--- config.mk ---
export PLATFORM = sky130hd
export DESIGN_NAME = alu_seq
export DESIGN_NICKNAME = d
export VERILOG_FILES = /design/src/rtl/alu_seq.sv
export SDC_FILE = /design/constraint.sdc
export NUM_CORES = 1
export LEC_CHECK = 0
export ABC_CLOCK_PERIOD_IN_PS = 2740
export BUFFER_PORTS_ARGS = -buffer_cell sky130_fd_sc_hd__buf_2
export CAP_MARGIN = 40
export CORE_ASPECT_RATIO = 1.4
export CORE_MARGIN = 2
export CORE_UTILIZATION = 56
export CTS_CLUSTER_DIAMETER = 120
export DETAILED_ROUTE_END_ITERATION = 8
export PLACE_DENSITY = 0.8
export SETUP_SLACK_MARGIN = 0.5
export SLEW_MARGIN = 20
export SYNTH_ARGS = -nofsm -noshare
export SYNTH_HDL_FRONTEND = slang
export SYNTH_SLANG_ARGS = --single-unit
--- constraint.sdc ---
create_clock -name clk -period 2.74 [get_ports clk]
set_clock_uncertainty 0.1 [all_clocks]
set_input_delay 0 -clock clk [delete_from_list [all_inputs] [get_ports clk]]
set_output_delay 0 -clock clk [all_outputs]
set_load 0.01 [all_outputs]
--- src/rtl/alu_seq.sv ---
// Registered ALU with valid/ready handshakes on both sides. Single-cycle ops
// are computed from latched operands one cycle after accept; MUL (shift-add)
// and DIV (restoring) iterate WIDTH cycles in a shared 2*WIDTH accumulator.
module alu_seq #(
  parameter int unsigned WIDTH = 8,
  parameter int unsigned CNT_W = $clog2(WIDTH) + 1
) (
  input  logic                 clk,
  input  logic                 rst,
  input  logic                 in_valid,
  output logic                 in_ready,
  input  logic [3:0]           opcode,
  input  logic [WIDTH-1:0]     operand1,
  input  logic [WIDTH-1:0]     operand2,
  output logic                 out_valid,
  input  logic                 out_ready,
  output logic [2*WIDTH-1:0]   result,
  output logic                 flagC,
  output logic                 flagZ
);

  localparam logic [1:0] StIdle = 2'd0;
  localparam logic [1:0] StBusy = 2'd1;
  localparam logic [1:0] StDone = 2'd2;

  localparam logic [3:0] OpAdd  = 4'd0;
  localparam logic [3:0] OpSub  = 4'd1;
  localparam logic [3:0] OpMul  = 4'd2;
  localparam logic [3:0] OpDiv  = 4'd3;
  localparam logic [3:0] OpAnd  = 4'd4;
  localparam logic [3:0] OpOr   = 4'd5;
  localparam logic [3:0] OpXor  = 4'd6;
  localparam logic [3:0] OpNot  = 4'd7;
  localparam logic [3:0] OpShl  = 4'd8;
  localparam logic [3:0] OpShr  = 4'd9;
  localparam logic [3:0] OpRol  = 4'd10;
  localparam logic [3:0] OpRor  = 4'd11;
  localparam logic [3:0] OpInc  = 4'd12;
  localparam logic [3:0] OpDec  = 4'd13;
  localparam logic [3:0] OpCmp  = 4'd14;
  localparam logic [3:0] OpPass = 4'd15;

  localparam logic [CNT_W-1:0] CntLast = CNT_W'(WIDTH);

  logic [1:0]           state_q,  state_d;
  logic [3:0]           op_q,     op_d;
  logic [WIDTH-1:0]     a_q,      a_d;
  logic [WIDTH-1:0]     b_q,      b_d;
  logic [2*WIDTH-1:0]   acc_q,    acc_d;
  logic [CNT_W-1:0]     cnt_q,    cnt_d;
  logic [2*WIDTH-1:0]   result_q, result_d;
  logic                 flag_c_q, flag_c_d;
  logic                 flag_z_q, flag_z_d;

  logic                 iterative;
  logic [WIDTH:0]       mul_sum;
  logic [2*WIDTH-1:0]   mul_next;
  logic [WIDTH:0]       div_shift;
  logic                 div_ge;
  logic [WIDTH-1:0]     div_diff;
  logic [WIDTH-1:0]     div_rem;
  logic [2*WIDTH-1:0]   div_next;
  logic [WIDTH:0]       add_sum;
  logic [WIDTH:0]       sub_diff;
  logic [WIDTH:0]       inc_sum;
  logic [WIDTH-1:0]     dec_val;
  logic [WIDTH-1:0]     res_hi;
  logic [WIDTH-1:0]     res_lo;
  logic [2*WIDTH-1:0]   alu_res;
  logic                 alu_c;
  logic                 alu_z;

  // Divide-by-zero short-circuits the iteration and finishes like a single-cycle op.
  assign iterative = (op_q == OpMul) || ((op_q == OpDiv) && (b_q != '0));

  // Shift-add step: acc holds {partial product, remaining multiplier bits}, LSB first.
  assign mul_sum  = {1'b0, acc_q[2*WIDTH-1:WIDTH]} + (acc_q[0] ? {1'b0, a_q} : '0);
  assign mul_next = {mul_sum, acc_q[WIDTH-1:1]};

  // Restoring step: acc holds {remainder, dividend bits shifting into quotient}.
  // The trial difference fits WIDTH bits whenever it is kept (remainder < divisor).
  assign div_shift = {acc_q[2*WIDTH-1:WIDTH], acc_q[WIDTH-1]};
  assign div_ge    = div_shift >= {1'b0, b_q};
  assign div_diff  = div_shift[WIDTH-1:0] - b_q;
  assign div_rem   = div_ge ? div_diff : div_shift[WIDTH-1:0];
  assign div_next  = {div_rem, acc_q[WIDTH-2:0], div_ge};

  assign add_sum  = {1'b0, a_q} + {1'b0, b_q};
  assign sub_diff = {1'b0, a_q} - {1'b0, b_q};
  assign inc_sum  = {1'b0, a_q} + (WIDTH+1)'(1);
  assign dec_val  = a_q - WIDTH'(1);

  // Final result and flags from latched operands (or the finished accumulator).
  always_comb begin
    res_hi = '0;
    res_lo = '0;
    alu_c  = 1'b0;
    unique case (op_q)
      OpAdd:  begin res_lo = add_sum[WIDTH-1:0];  alu_c = add_sum[WIDTH];  end
      OpSub:  begin res_lo = sub_diff[WIDTH-1:0]; alu_c = sub_diff[WIDTH]; end
      OpMul:  begin res_hi = acc_q[2*WIDTH-1:WIDTH]; res_lo = acc_q[WIDTH-1:0]; end
      OpDiv: begin
        if (b_q == '0) begin
          res_hi = '1;
          res_lo = '1;
          alu_c  = 1'b1;
        end else begin
          res_hi = acc_q[2*WIDTH-1:WIDTH];
          res_lo = acc_q[WIDTH-1:0];
        end
      end
      OpAnd:  res_lo = a_q & b_q;
      OpOr:   res_lo = a_q | b_q;
      OpXor:  res_lo = a_q ^ b_q;
      OpNot:  res_lo = ~a_q;
      OpShl:  begin res_lo = {a_q[WIDTH-2:0], 1'b0};       alu_c = a_q[WIDTH-1]; end
      OpShr:  begin res_lo = {1'b0, a_q[WIDTH-1:1]};       alu_c = a_q[0];       end
      OpRol:  begin res_lo = {a_q[WIDTH-2:0], a_q[WIDTH-1]}; alu_c = a_q[WIDTH-1]; end
      OpRor:  begin res_lo = {a_q[0], a_q[WIDTH-1:1]};     alu_c = a_q[0];       end
      OpInc:  begin res_lo = inc_sum[WIDTH-1:0]; alu_c = inc_sum[WIDTH]; end
      OpDec:  begin res_lo = dec_val;            alu_c = (a_q == '0);    end
      OpCmp:  alu_c = (a_q < b_q);
      OpPass: res_lo = b_q;
      default: ;
    endcase
    alu_res = {res_hi, res_lo};
    alu_z   = (op_q == OpCmp) ? (a_q == b_q) : (alu_res == '0);
  end

  // Next-state: accept in IDLE, iterate or finish in BUSY, hold in DONE until drained.
  always_comb begin
    state_d  = state_q;
    op_d     = op_q;
    a_d      = a_q;
    b_d      = b_q;
    acc_d    = acc_q;
    cnt_d    = cnt_q;
    result_d = result_q;
    flag_c_d = flag_c_q;
    flag_z_d = flag_z_q;
    unique case (state_q)
      StIdle: begin
        if (in_valid) begin
          op_d    = opcode;
          a_d     = operand1;
          b_d     = operand2;
          cnt_d   = '0;
          acc_d   = (opcode == OpDiv) ? {{WIDTH{1'b0}}, operand1} : {{WIDTH{1'b0}}, operand2};
          state_d = StBusy;
        end
      end
      StBusy: begin
        if (iterative && (cnt_q != CntLast)) begin
          cnt_d = cnt_q + CNT_W'(1);
          acc_d = (op_q == OpMul) ? mul_next : div_next;
        end else begin
          result_d = alu_res;
          flag_c_d = alu_c;
          flag_z_d = alu_z;
          state_d  = StDone;
        end
      end
      StDone: begin
        if (out_ready) state_d = StIdle;
      end
      default: state_d = StIdle;
    endcase
  end

  // State registers with synchronous reset; reset drops any in-flight op.
  always_ff @(posedge clk) begin
    if (rst) begin
      state_q  <= StIdle;
      op_q     <= '0;
      a_q      <= '0;
      b_q      <= '0;
      acc_q    <= '0;
      cnt_q    <= '0;
      result_q <= '0;
      flag_c_q <= 1'b0;
      flag_z_q <= 1'b0;
    end else begin
      state_q  <= state_d;
      op_q     <= op_d;
      a_q      <= a_d;
      b_q      <= b_d;
      acc_q    <= acc_d;
      cnt_q    <= cnt_d;
      result_q <= result_d;
      flag_c_q <= flag_c_d;
      flag_z_q <= flag_z_d;
    end
  end

  assign in_ready  = (state_q == StIdle);
  assign out_valid = (state_q == StDone);
  assign result    = result_q;
  assign flagC     = flag_c_q;
  assign flagZ     = flag_z_q;

endmodule

# Word-level counts from Yosys, hierarchy flattened
# Index checks and enable logic that the tools add are counted.
[totals]
out_inout_bits = 20
ff_bits = 60
word_cells = 84
[classes]
mux = 21
add_sub_neg = 7
eq_ne = 24
order_cmp = 2
n_reduce_logical = 16
n_bitwise = 5
[op_table]
columns = ["op", "count"]
rows = [
  ["$pmux 8 s15", 1],
  ["$mux 16", 3],
  ["$mux 8", 5],
  ["$eq 4x4->1 const B", 8],
  ["$pmux 16 s2", 1],
  ["$add 8x8->9", 2],
  ["$eq 4x3->1 const B", 4],
  ["$logic_not 16->1", 1],
  ["$logic_not 8->1", 2],
  ["$pmux 8 s2", 1],
  ["$eq 4x2->1 const B", 3],
  ["$add 8x1->9 const B", 1],
  ["$ge 9x8->1", 1],
  ["$sub 8x8->9", 1],
  ["$and 8x8->8", 1],
  ["$eq 8x8->1", 1],
  ["$lt 8x8->1", 1],
  ["$mux 4", 2],
  ["$not 8->8", 1],
  ["$or 8x8->8", 1],
  ["$pmux 1 s8", 1],
  ["$pmux 4 s2", 1],
  ["$reduce_bool 8->1", 1],
  ["$sub 8x1->8 const B", 1],
  ["21 further kinds", 30],
]

# Longest topological paths before layout
# Gate-level depths: netlist of run 1.
[depth]
depth_word = 6
ltp_mapped = 11

# Worst setup path after synthesis of run 1
# Ideal clock, no wire load.
[synth_timing]
path_type = "reg-to-reg"
start = "register a_q[1]"
end = "register flag_z_q, in the netlist flagZ"
required_ns = 2.544
stages_incl_launch_ff = 10
slack_ns = -0.065
arrival_time_ns = 2.609
path_buffers = 1
cell_sequence = "dfxtp_1 > clkbuf_1 > inv_1 > fa_1 > nor3_1 > o21ai_0 > nand4_4 > or3_1 > a211o_1 > o41ai_2"
[synth_between]
elab_chain_len = 4
[synth_rtl]
columns = ["item", "line_no", "source"]
rows = [
  ["start, declared", "47", "logic [WIDTH-1:0] a_q, a_d;"],
  ["start signal, assigned", "175", "a_q <= '0;"],
  ["start signal, assigned", "185", "a_q <= a_d;"],
  ["$sub 8x1->8 (tied with other cells)", "91", "assign dec_val = a_q - WIDTH'(1);"],
  ["$pmux 8 s15", "98", "unique case (op_q)"],
  ["$logic_not 16->1", "127", "alu_z = (op_q == OpCmp) ? (a_q == b_q) : (alu_res == '0);"],
  ["$mux 1 (*)", "127", ""],
  ["end signal, assigned", "191", "flag_z_q <= flag_z_d;"],
  ["end, declared", "53", "logic flag_z_q, flag_z_d;"],
]
# Mark *: on every way between the ends. The rest lies on a longest branch, timed or not.
# A chain may end at the register's enable or synchronous reset.

# Worst setup path after layout of run 1
[layout_timing]
start = "register a_q[0]"
end = "register flag_z_q, in the netlist flagZ"
# Same word-level chain as after synthesis.

==> impl_summary.log, run 1 <==
INFO  metric crit_path_max_fanout = 3
INFO  metric total_congestion_overflow = 0
INFO  metric cts.sinks = 60
INFO  metric share_of_cell_area_taken_by_muxes_after_synthesis = 5.11%
INFO  metric final.setup.tns = 0 ps
INFO  metric detailedRoute.firstIterationViolations = 773
INFO  metric arrival = 2770 ps
INFO  metric post-route-min-period = 2630 ps
INFO  metric syn_to_final_growth = 36.6%
INFO  metric dr_total_vias = 6662
INFO  metric fp.dieW = 88.0 um
INFO  metric ys_ff_latch = 60
INFO  metric std_cell_rows = 42
INFO  metric root_buffer = clkbuf_16
INFO  metric h-tree-depth = 3
INFO  metric netlist_area_before_placement = 5530 um2
INFO  metric layout.filler_cells = 618
INFO  metric power_density = 467 nW/um2
INFO  metric required = 2870 ps
INFO  metric max_freq = 380 MHz
INFO  metric finalHoldViolations = 0
INFO  metric finalWeightedCongestion = 1.07
INFO  metric final_hpwl_from_detailed_placement = 15100 um
INFO  metric detail_route.first_pass.iterations = 8
INFO  metric remaining_drc_errors = 0
INFO  metric yosysMostFrequentCell = nand2_1
INFO  metric route.detailed.vias_per_inst = 6.76
INFO  metric run_status = complete, no violations
INFO  metric power.leakage = 3.15 nW
INFO  metric num_antenna_cells = 0
INFO  metric nNetsFinal = 922
INFO  metric post_drt_wl_per_cell = 22.8 um
INFO  metric synth_nets = 808
INFO  metric final_core_util = 79.5%
INFO  metric ys_warn_count = 0
INFO  metric synth_edf_count = 0
INFO  metric clock_pin_transition_on_the_worst_setup_and_hold_timing_paths = 60 ps
INFO  metric grt_use_total = 41.8%
INFO  metric syn_inst = 735
INFO  metric synth_top_family_by_area = compound AO/OA/AOI/OAI gates
INFO  metric timing.critical_path.to_type = register
INFO  metric ios = 44
INFO  metric setup.worst_path.class = reg2reg
INFO  metric netlist.area_leader.share = 21.7%
INFO  metric synth_simple_gate_area_share = 23.9%
INFO  metric fraction_of_synthesized_cell_area_in_xor_and_xnor_cells = 2.53%
INFO  metric grt_pass1_wl = 34000 um
INFO  metric final-max-slew-violation-count = 0
INFO  metric place.port_buffers = 43
INFO  metric numCtsBuffers = 9
INFO  metric grt_max_degree = 33
INFO  metric synth-compound-area-share = 26.8%
INFO  metric synth.cells.most_frequent = 104 x nand2_1, 66 x a21oi_1, 60 x dfxtp_1
INFO  metric cts_tree = yes
INFO  metric max_cap_viol_count = 0
INFO  metric syn_avg_cell_area = 7.53 um2
INFO  metric totalWireLength = 22500 um
INFO  metric startpoint_type = register
INFO  metric grt_antenna_before_repair = 0
INFO  metric unrepaired_setup_endpoints_after_global_routing = yes
INFO  metric final-setup-viol-count = 0
INFO  metric post-synth-top-area-cell = dfxtp_1
INFO  metric final_clock_period_utilization_by_the_worst_path = 96.1%
INFO  metric synth_cell_type_count = 85
INFO  metric dominantRegCellSynth = dfxtp_1
INFO  metric start_util = 58.2%
INFO  metric floorplan.die.height = 122 um
INFO  metric synth_seq_area_share = 21.7%
INFO  metric design.core.area = 9510 um2
INFO  metric synth-adder-area-share = 11.6%
INFO  metric placed_area = 6210 um2
INFO  metric tightestPinTransition = 606 ps
INFO  metric clockBufferDepth = 2
INFO  metric yosys-top-cells-area = dfxtp_1 22%, ha_1 10%, nand2_1 7.1%
INFO  metric async_flop_share = 0%
INFO  metric maxSlewHeadroom = 59.6%
INFO  metric finish.instance_area = 7560 um2
INFO  metric ir_drop = 0.447 mV
INFO  metric number_of_global_route_vias_before_repair = 6435
INFO  metric fp.dieArea = 10700 um2
INFO  metric route.antenna.remaining_nets = 0
INFO  metric layout-drive-gt1-share = 33.1%
INFO  metric hold_path.class = in2reg
INFO  metric clkLatencyLatePin = 340 ps
registers in the layout (all words and copies together) (netlist names):
| signal | flops |
|---|---|
| b_q | 8 |
| flagZ | 1 |
| state_q | 2 |
| a_q | 8 |
| acc_q | 16 |
| op_q | 4 |
| flagC | 1 |
| result | 16 |
| cnt_q | 4 |
area by class of cell:
cell class / instances / area (um2) / share of cell area, %
multi-input combinational: 581 / 4420 / 58.5
clock inverter: 7 / 100 / 1.32
timing repair buffer: 159 / 1230 / 16.3
inverter: 38 / 163 / 2.15
sequential: 60 / 1250 / 16.5
tap: 132 / 165 / 2.19
clock buffer: 9 / 225 / 2.98
report_power, final:
group	switching, W	internal, W	total, W
sequential	0.0000711	0.000919	0.000990
combinational	0.000707	0.000576	0.00128
clock	0.000453	0.000802	0.00125
cells by family (layout without fill, tap and decap cells):
| group | after synthesis | after routing |
|---|---|---|
| mux | 25 | 25 |
| flops | 60 | 60 |
| simple gates | 272 | 272 |
| buf+inv | 94 | 213 |
| xor+xnor | 16 | 16 |
| compound gates | 219 | 219 |
| fa+ha+maj | 49 | 49 |
layer usage:
metal,track usage (%),up-vias,wire length [um]
met2,69.1,486,10700
met5,0,-,0
met1,48.0,3119,7760
met3,6.91,165,1950
met4,30.1,0,2050
li1,-,2892,-
final timing paths:
kind,end,from,slack (ps),depth (start not counted)
worst max-delay path,flagZ$_SDFFE_PP0P_,a_q[0]$_SDFFE_PP0P_,110,10
worst min-delay path,result[0]$_SDFFE_PP0P_,rst,60,2
worst max register to register,flagZ$_SDFFE_PP0P_,a_q[0]$_SDFFE_PP0P_,110,10
worst min register to register,result[14]$_SDFFE_PP0P_,result[14]$_SDFFE_PP0P_,360,2
what timing repair did:
| action | 4_1_cts | 5_1_grt |
|---|---|---|
| setup buffers | 20 | 16 |
| hold endpoints to repair | 21 | 0 |
| pin swaps | 23 | 34 |
| setup endpoints to repair | 26 | 37 |
| cloned | 1 | 0 |
| hold buffers | 21 | 0 |
| resized for setup | 66 | 64 |
cell usage in the layout (no fill, tap or decap), types with 6 or more instances in the layout:
master,n
nand2_1,103
buf_4,82
a21oi_1,57
nor2_1,48
buf_2,43
dfxtp_1,41
ha_1,27
inv_1,26
nand3_1,23
o21ai_0,22
dlygate4sd3_1,21
mux2i_1,20
nor3_1,17
o211ai_1,15
ha_4,15
xnor2_1,11
dfxtp_4,10
a21o_1,9
and2_1,9
o21ai_1,9
dfxtp_2,9
clkbuf_16,9
inv_2,8
nand2b_1,7
nor2b_1,7
a21oi_2,7
and3_1,6
a211oi_1,6
o22ai_1,6
buf_6,6
per-stage QoR:
| step | total power [W] | cells | setup slack, ps | hold slack [ps] |
|---|---|---|---|---|
| after floorplan | 0.00165 | 735 | 254 | 25.6 |
| after global placement | 0.00194 | 910 | 117 | 147 |
| after detailed placement | 0.00196 | 912 | 26.4 | 152 |
| after CTS | 0.00336 | 970 | 107 | 17.8 |
| after global routing | 0.00364 | 986 | 89.9 | 88.6 |
| final | 0.00353 | 986 | 106 | 61.6 |
worst max-delay path: stages (launching register included):
cell and delay, ps:
dfxtp_4 370, inv_6 60, ha_4 130, inv_2 40, fa_2 420, a311oi_4 360, o31ai_4 120, o2bb2ai_1 130
mux2i_1 240, o2111ai_2 190, o41ai_2 360
Power figures use the tool's default switching activity.
==> run 2, diff against run 1 <==
--- a/config.mk
+++ b/config.mk
@@ -7,3 +7,2 @@
 export LEC_CHECK = 0
-export ABC_CLOCK_PERIOD_IN_PS = 2740
 export BUFFER_PORTS_ARGS = -buffer_cell sky130_fd_sc_hd__buf_2
==> constraint.sdc (replaced) <==
create_clock -name clk -period 2.74 [get_ports clk]
set_clock_uncertainty 0.1 [all_clocks]
set_input_delay 0.411 -clock clk [delete_from_list [all_inputs] [get_ports clk]]
set_output_delay 0.411 -clock clk [all_outputs]
set_load 0.01 [all_outputs]
==> impl_summary.log, run 2 (synthesis gave the netlist of run 1 again) <==
INFO  metric run_status = complete, no violations (unchanged)
INFO  metric netSwitchingPower = 0.00119 W (was 0.00123 W)
INFO  metric tightestPinTransition = 613 ps (was 606 ps)
INFO  metric remaining_drc_errors = 0 (unchanged)
INFO  metric std_cell_rows = 42 (unchanged)
INFO  metric numCtsBuffers = 9 (unchanged)
INFO  metric internal-power = 0.00208 W (was 0.00230 W)
INFO  metric floorplan.die.height = 122 um (unchanged)
INFO  metric required = 2880 ps (was 2870 ps)
INFO  metric detail_route.first_pass.iterations = 6 (was 8)
INFO  metric clkLatencyLatePin = 340 ps (about the same)
INFO  metric critPathMaxStageDelay = 370 ps (was 420 ps)
INFO  metric highest_delay_cell_along_the_critical_path = nor4_4 (was fa_2)
INFO  metric power.sequential.fraction = 30.1% (was 28.1%)
INFO  metric totalWireLength = 22100 um (was 22500 um)
INFO  metric holdWs = 208 ps (was 61.6 ps)
INFO  metric total_congestion_overflow = 0 (unchanged)
INFO  metric post-route-min-period = 2650 ps (was 2630 ps)
INFO  metric cp_common_cell = buf_4
INFO  metric final.setup.tns = 0 ps (unchanged)
INFO  metric worst_setup_path_startpoint = a_q[1]$_SDFFE_PP0P_ (was a_q[0]$_SDFFE_PP0P_)
INFO  metric arrival = 2790 ps (was 2770 ps)
INFO  metric layout-drive-gt1-share = 32.8% (was 33.1%)
INFO  metric max_freq = 377 MHz (was 380 MHz)
INFO  metric cts_tree = yes (unchanged)
INFO  metric rrSetupSlack = 90 ps (was 110 ps)
INFO  metric grt_use_total = 39.8% (was 41.8%)
INFO  metric final-setup-viol-count = 0 (unchanged)
INFO  metric path_buf_inv = 3 (was 2)
INFO  metric crit_path_cell_trace = clkinvlp_4 -> ha_4 -> buf_4 -> a21oi_4 -> buf_4 -> o21bai_4 -> xnor2_2 -> o22ai_1 -> nor4_4 -> nand3_1 -> o41ai_2 (was inv_6 -> ha_4 -> inv_2 -> fa_2 -> a311oi_4 -> o31ai_4 -> o2bb2ai_1 -> mux2i_1 -> o2111ai_2 -> o41ai_2)
INFO  metric cts.sinks = 60 (unchanged)
INFO  metric place.port_buffers = 43 (unchanged)
INFO  metric root_buffer = clkbuf_16 (unchanged)
INFO  metric fp.dieArea = 10700 um2 (unchanged)
INFO  metric number_of_global_route_vias_before_repair = 6026 (was 6435)
INFO  metric power.leakage = 3.06 nW (was 3.15 nW)
INFO  metric dr_total_vias = 6506 (was 6662)
INFO  metric h-tree-depth = 3 (unchanged)
INFO  metric crit_path_max_fanout = 3 (unchanged)
INFO  metric timing.critical_path.to_type = register (unchanged)
INFO  metric worstReg2RegStart = a_q[1]$_SDFFE_PP0P_ (was a_q[0]$_SDFFE_PP0P_)
INFO  metric power.switching_fraction = 36.4% (was 34.9%)
INFO  metric final_clock_period_utilization_by_the_worst_path = 96.9% (was 96.1%)
INFO  metric detailedRoute.firstIterationViolations = 834 (was 773)
INFO  metric hold_path.startpoint = opcode[1] (was rst)
INFO  metric nNetsFinal = 904 (was 922)
INFO  metric final-max-slew-violation-count = 0 (unchanged)
INFO  metric power_frac_clock = 33.3% (was 35.6%)
INFO  metric design.core.area = 9510 um2 (unchanged)
INFO  metric setup.worst_path.class = reg2reg (unchanged)
INFO  metric final_hpwl_from_detailed_placement = 15400 um (was 15100 um)
INFO  metric grt_max_degree = 56 (was 33)
INFO  metric syn_to_final_growth = 30.6% (was 36.6%)
INFO  metric finalWeightedCongestion = 0.997 (was 1.07)
INFO  metric hold_path.class = in2reg (unchanged)
INFO  metric ios = 44 (unchanged)
INFO  metric clock_pin_transition_on_the_worst_setup_and_hold_timing_paths = 60 ps (about the same)
INFO  metric layout_common_cells = 103 x nand2_1, 89 x buf_4, 55 x a21oi_1 (was 103 x nand2_1, 82 x buf_4, 57 x a21oi_1)
INFO  metric finalHoldViolations = 0 (unchanged)
INFO  metric start_util = 58.2% (unchanged)
INFO  metric critical_path.top_delay_family = compound AO/OA/AOI/OAI gates (unchanged)
INFO  metric grt_pass1_wl = 32200 um (was 34000 um)
INFO  metric num_antenna_cells = 0 (unchanged)
INFO  metric maxSlewHeadroom = 59.1% (was 59.6%)
INFO  metric max_cap_viol_count = 0 (unchanged)
INFO  metric route.antenna.remaining_nets = 0 (unchanged)
INFO  metric unrepaired_setup_endpoints_after_global_routing = yes (unchanged)
INFO  metric startpoint_type = register (unchanged)
INFO  metric power.combinational.fraction = 36.7% (was 36.4%)
INFO  metric power_density = 453 nW/um2 (was 467 nW/um2)
INFO  metric ir_drop = 0.415 mV (was 0.447 mV)
INFO  metric route.detailed.vias_per_inst = 6.72 (was 6.76)
INFO  metric cts_hold_buffers = 0 (was 21)
INFO  metric clockBufferDepth = 2 (unchanged)
INFO  metric post_drt_wl_per_cell = 22.9 um (was 22.8 um)
INFO  metric grt_antenna_before_repair = 0 (unchanged)
INFO  metric fp.dieW = 88.0 um (unchanged)
INFO  metric commonest_non_fill_non_tap_cell_in_the_layout = nand2_1 (unchanged)
run 2: power by group through the flow:
stage,logic [W],registers [W],clock network [W]
finish,0.00120,0.000985,0.00109
global route,0.00127,0.000989,0.00113
CTS,0.00106,0.000978,0.00109
detailed placement,0.000959,0.000998,0
global placement,0.000944,0.000995,0
floorplan,0.000669,0.000979,0
run 2: final timing paths:
check	endpoint	depth (start not counted)
setup / recovery	flagZ$_SDFFE_PP0P_	11
hold reg to reg	result[13]$_SDFFE_PP0P_	2
setup reg to reg	flagZ$_SDFFE_PP0P_	11
hold / removal	op_q[1]$_SDFFE_PP0P_	3
run 2: tightest hold or removal path: cells and delay by family:
| kind | cells | cell delay (ps) |
|---|---|---|
| buffers and inverters | 1 | 100 |
| AO/OA/AOI/OAI | 1 | 50 |
| AND/OR/NAND/NOR | 1 | 50 |
run 2: per-layer routing:
metal	up-vias	part of all wire (%)	GRT usage, %
met4	0	7.6	24.9
met5	-	0	0
met3	142	8.1	5.69
met2	443	49	67.0
met1	3053	36	46.7
li1	2868	-	-
run 2: final cells by class:
class / count / area (um2)
Multi-Input combinational cell: 582 / 4390
Fill cell: 682 / 2290
Sequential cell: 60 / 1250
Timing Repair Buffer: 140 / 976
Clock buffer: 10 / 239
Tap cell: 132 / 165
Inverter: 38 / 163
Clock inverter: 6 / 47.5
run 2: per-stage QoR:
stage          worst slack [ps]  total power [W]  utilization (%)  instance area [um2]  cells
6_report                   86.0          0.00328             76.0                 7220    968
5_1_grt                    31.1          0.00338             76.0                 7220    968
4_1_cts                     120          0.00313             71.7                 6820    951
3_5_place_dp               29.0          0.00196             65.3                 6210    918
3_3_place_gp                118          0.00194             65.1                 6190    916
2_1_floorplan               254          0.00165                -                 5700    735
run 2: timing repair:
| action | 4_1_cts | 5_1_grt |
|---|---|---|
| cloned | 0 | 1 |
| gates resized for setup | 50 | 67 |
| buffers inserted | 17 | 16 |
| endpoints found under the setup margin | 30 | 39 |
| pin swaps | 16 | 37 |
| endpoints found under the hold margin | 0 | 0 |
==> run 3, diff against run 2 <==
Settings changed: ABC_CLOCK_PERIOD_IN_PS set to 2740, RECOVER_POWER set to 50.
==> impl_summary.log, run 3 (synthesis gave the netlist of run 1 again) <==
INFO  metric grt_pass1_wl = 32200 um (unchanged)
INFO  metric final-max-slew-violation-count = 0 (unchanged)
INFO  metric ios = 44 (unchanged)
INFO  metric power_density = 454 nW/um2 (was 453 nW/um2)
INFO  metric totalWireLength = 22000 um (was 22100 um)
INFO  metric h-tree-depth = 3 (unchanged)
INFO  metric grt_antenna_before_repair = 0 (unchanged)
INFO  metric detail_route.first_pass.iterations = 6 (unchanged)
INFO  metric finalHoldViolations = 0 (unchanged)
INFO  metric hold_path.startpoint = opcode[1] (unchanged)
INFO  metric clkLatencyLatePin = 340 ps (about the same)
INFO  metric finish.instance_area = 7200 um2 (was 7220 um2)
INFO  metric dr_total_vias = 6457 (was 6506)
INFO  metric final_non_filler_cells = 968 (unchanged)
INFO  metric ir_drop = 0.409 mV (was 0.415 mV)
INFO  metric nNetsFinal = 904 (unchanged)
INFO  metric holdWs = 210 ps (was 208 ps)
INFO  metric number_of_global_route_vias_before_repair = 6026 (unchanged)
INFO  metric num_antenna_cells = 0 (unchanged)
INFO  metric arrival = 2780 ps (was 2790 ps)
INFO  metric remaining_drc_errors = 0 (unchanged)
INFO  metric finalWeightedCongestion = 0.997 (unchanged)
INFO  metric hold_path.class = in2reg (unchanged)
INFO  metric total_congestion_overflow = 0 (unchanged)
INFO  metric grt.met2_usage = 67.0% (unchanged)
INFO  metric max_cap_viol_count = 0 (unchanged)
INFO  metric final_hpwl_from_detailed_placement = 15400 um (unchanged)
INFO  metric gr-usage-met3 = 5.69% (unchanged)
INFO  metric commonest_non_fill_non_tap_cell_in_the_layout = nand2_1 (unchanged)
INFO  metric tightestPinTransition = 605 ps (was 613 ps)
INFO  metric cts_tree = yes (unchanged)
INFO  metric crit_path_max_fanout = 7 (was 3)
INFO  metric required = 2880 ps (about the same)
INFO  metric setup.worst_path.class = reg2reg (unchanged)
INFO  metric layout-drive-gt1-share = 30.3% (was 32.8%)
INFO  metric clockBufferDepth = 2 (unchanged)
INFO  metric final.setup.tns = 0 ps (unchanged)
INFO  metric unrepaired_setup_endpoints_after_global_routing = yes (unchanged)
INFO  metric layout_common_cells = 103 x nand2_1, 88 x buf_4, 55 x a21oi_1 (was 103 x nand2_1, 89 x buf_4, 55 x a21oi_1)
INFO  metric root_buffer = clkbuf_16 (unchanged)
INFO  metric place.port_buffers = 43 (unchanged)
INFO  metric maxSlewHeadroom = 59.7% (was 59.1%)
INFO  metric power.leakage = 2.97 nW (was 3.06 nW)
INFO  metric post-place-cells = 918 (unchanged)
INFO  metric clock_pin_transition_on_the_worst_setup_and_hold_timing_paths = 60 ps (about the same)
INFO  metric max_freq = 378 MHz (was 377 MHz)
INFO  metric syn_to_final_growth = 30.1% (was 30.6%)
INFO  metric grt_max_degree = 56 (unchanged)
INFO  metric route.antenna.remaining_nets = 0 (unchanged)
INFO  metric worst_setup_path_startpoint = b_q[0]$_SDFFE_PP0P_ (was a_q[1]$_SDFFE_PP0P_)
INFO  metric route.detailed.vias_per_inst = 6.67 (was 6.72)
INFO  metric worstReg2RegStart = b_q[0]$_SDFFE_PP0P_ (was a_q[1]$_SDFFE_PP0P_)
INFO  metric post_drt_wl_per_cell = 22.7 um (was 22.9 um)
INFO  metric use_met1 = 46.7% (unchanged)
INFO  metric start_util = 58.2% (unchanged)
INFO  metric fp.dieArea = 10700 um2 (unchanged)
INFO  metric post-route-min-period = 2640 ps (was 2650 ps)
INFO  metric design.core.area = 9510 um2 (unchanged)
INFO  metric std_cell_rows = 42 (unchanged)
INFO  metric run_status = complete, no violations (unchanged)
INFO  metric startpoint_type = register (unchanged)
INFO  metric final_clock_period_utilization_by_the_worst_path = 96.5% (was 96.9%)
INFO  metric floorplan.die.height = 122 um (unchanged)
INFO  metric timing.critical_path.to_type = register (unchanged)
INFO  metric cts_hold_buffers = 0 (unchanged)
INFO  metric fp.dieW = 88.0 um (unchanged)
INFO  metric detailedRoute.firstIterationViolations = 862 (was 834)
INFO  metric cts.sinks = 60 (unchanged)
INFO  metric grt.busiest_layer = met2 (unchanged)
INFO  metric final-setup-viol-count = 0 (unchanged)
INFO  metric numCtsBuffers = 9 (unchanged)
INFO  metric placed_area = 6210 um2 (unchanged)
INFO  metric grt_use_total = 39.8% (unchanged)
run 3: cell count changes in the layout (fill, tap and decap cells not counted):
cell / before / now
clkbuf_1: 0 / 21
buf_4: 89 / 88
buf_2: 44 / 24
run 3: cell type report:
type | instances | area [um2]
Tap cell | 132 | 165
Timing Repair Buffer | 140 | 947
Fill cell | 699 | 2320
Multi-Input combinational cell | 582 | 4390
Clock inverter | 6 | 47.5
Sequential cell | 60 | 1250
Inverter | 38 | 163
Clock buffer | 10 | 239
run 3: final timing paths:
kind | slack (ps) | to | cells after the start
setup / recovery | 100 | flagZ$_SDFFE_PP0P_ | 9
hold / removal | 210 | op_q[1]$_SDFFE_PP0P_ | 3
setup reg to reg | 100 | flagZ$_SDFFE_PP0P_ | 9
hold reg to reg | 360 | result[13]$_SDFFE_PP0P_ | 2
run 3: power by group:
group	switching (W)	internal, W	leakage [nW]
Clock	0.000443	0.000644	0.139
Combinational	0.000681	0.000516	2.33
Sequential	0.0000664	0.000919	0.499
run 3: metrics by stage:
stage	setup WS, ps	util, %	power (W)
6_report	95.9	75.7	0.00327
5_1_grt	31.1	75.7	0.00338
4_1_cts	120	71.7	0.00313
3_5_place_dp	29.0	65.3	0.00196
3_3_place_gp	118	65.1	0.00194
2_1_floorplan	254	-	0.00165
run 3: critical path, stage by stage, from the launching register on:
cell     delay (ps)
dfxtp_4         410
ha_2            260
inv_1            70
fa_2            520
nor3_1           40
o21ai_1         200
nand4_4         140
or3_1           330
a211o_1         270
o41ai_2         200
run 3: what timing repair did:
action                                  CTS  global route
setup buffers                            17            16
resized for setup                        50            67
pin swaps                                16            37
hold endpoints to repair                  0             0
gates cloned                              0             1
endpoints found under the setup margin   30            39
run 3: layer usage:
metal,part of all wire [%],routed length [um]
met1,35,7730
met2,49,10800
met3,8.4,1850
met4,7.4,1620
met5,0,0
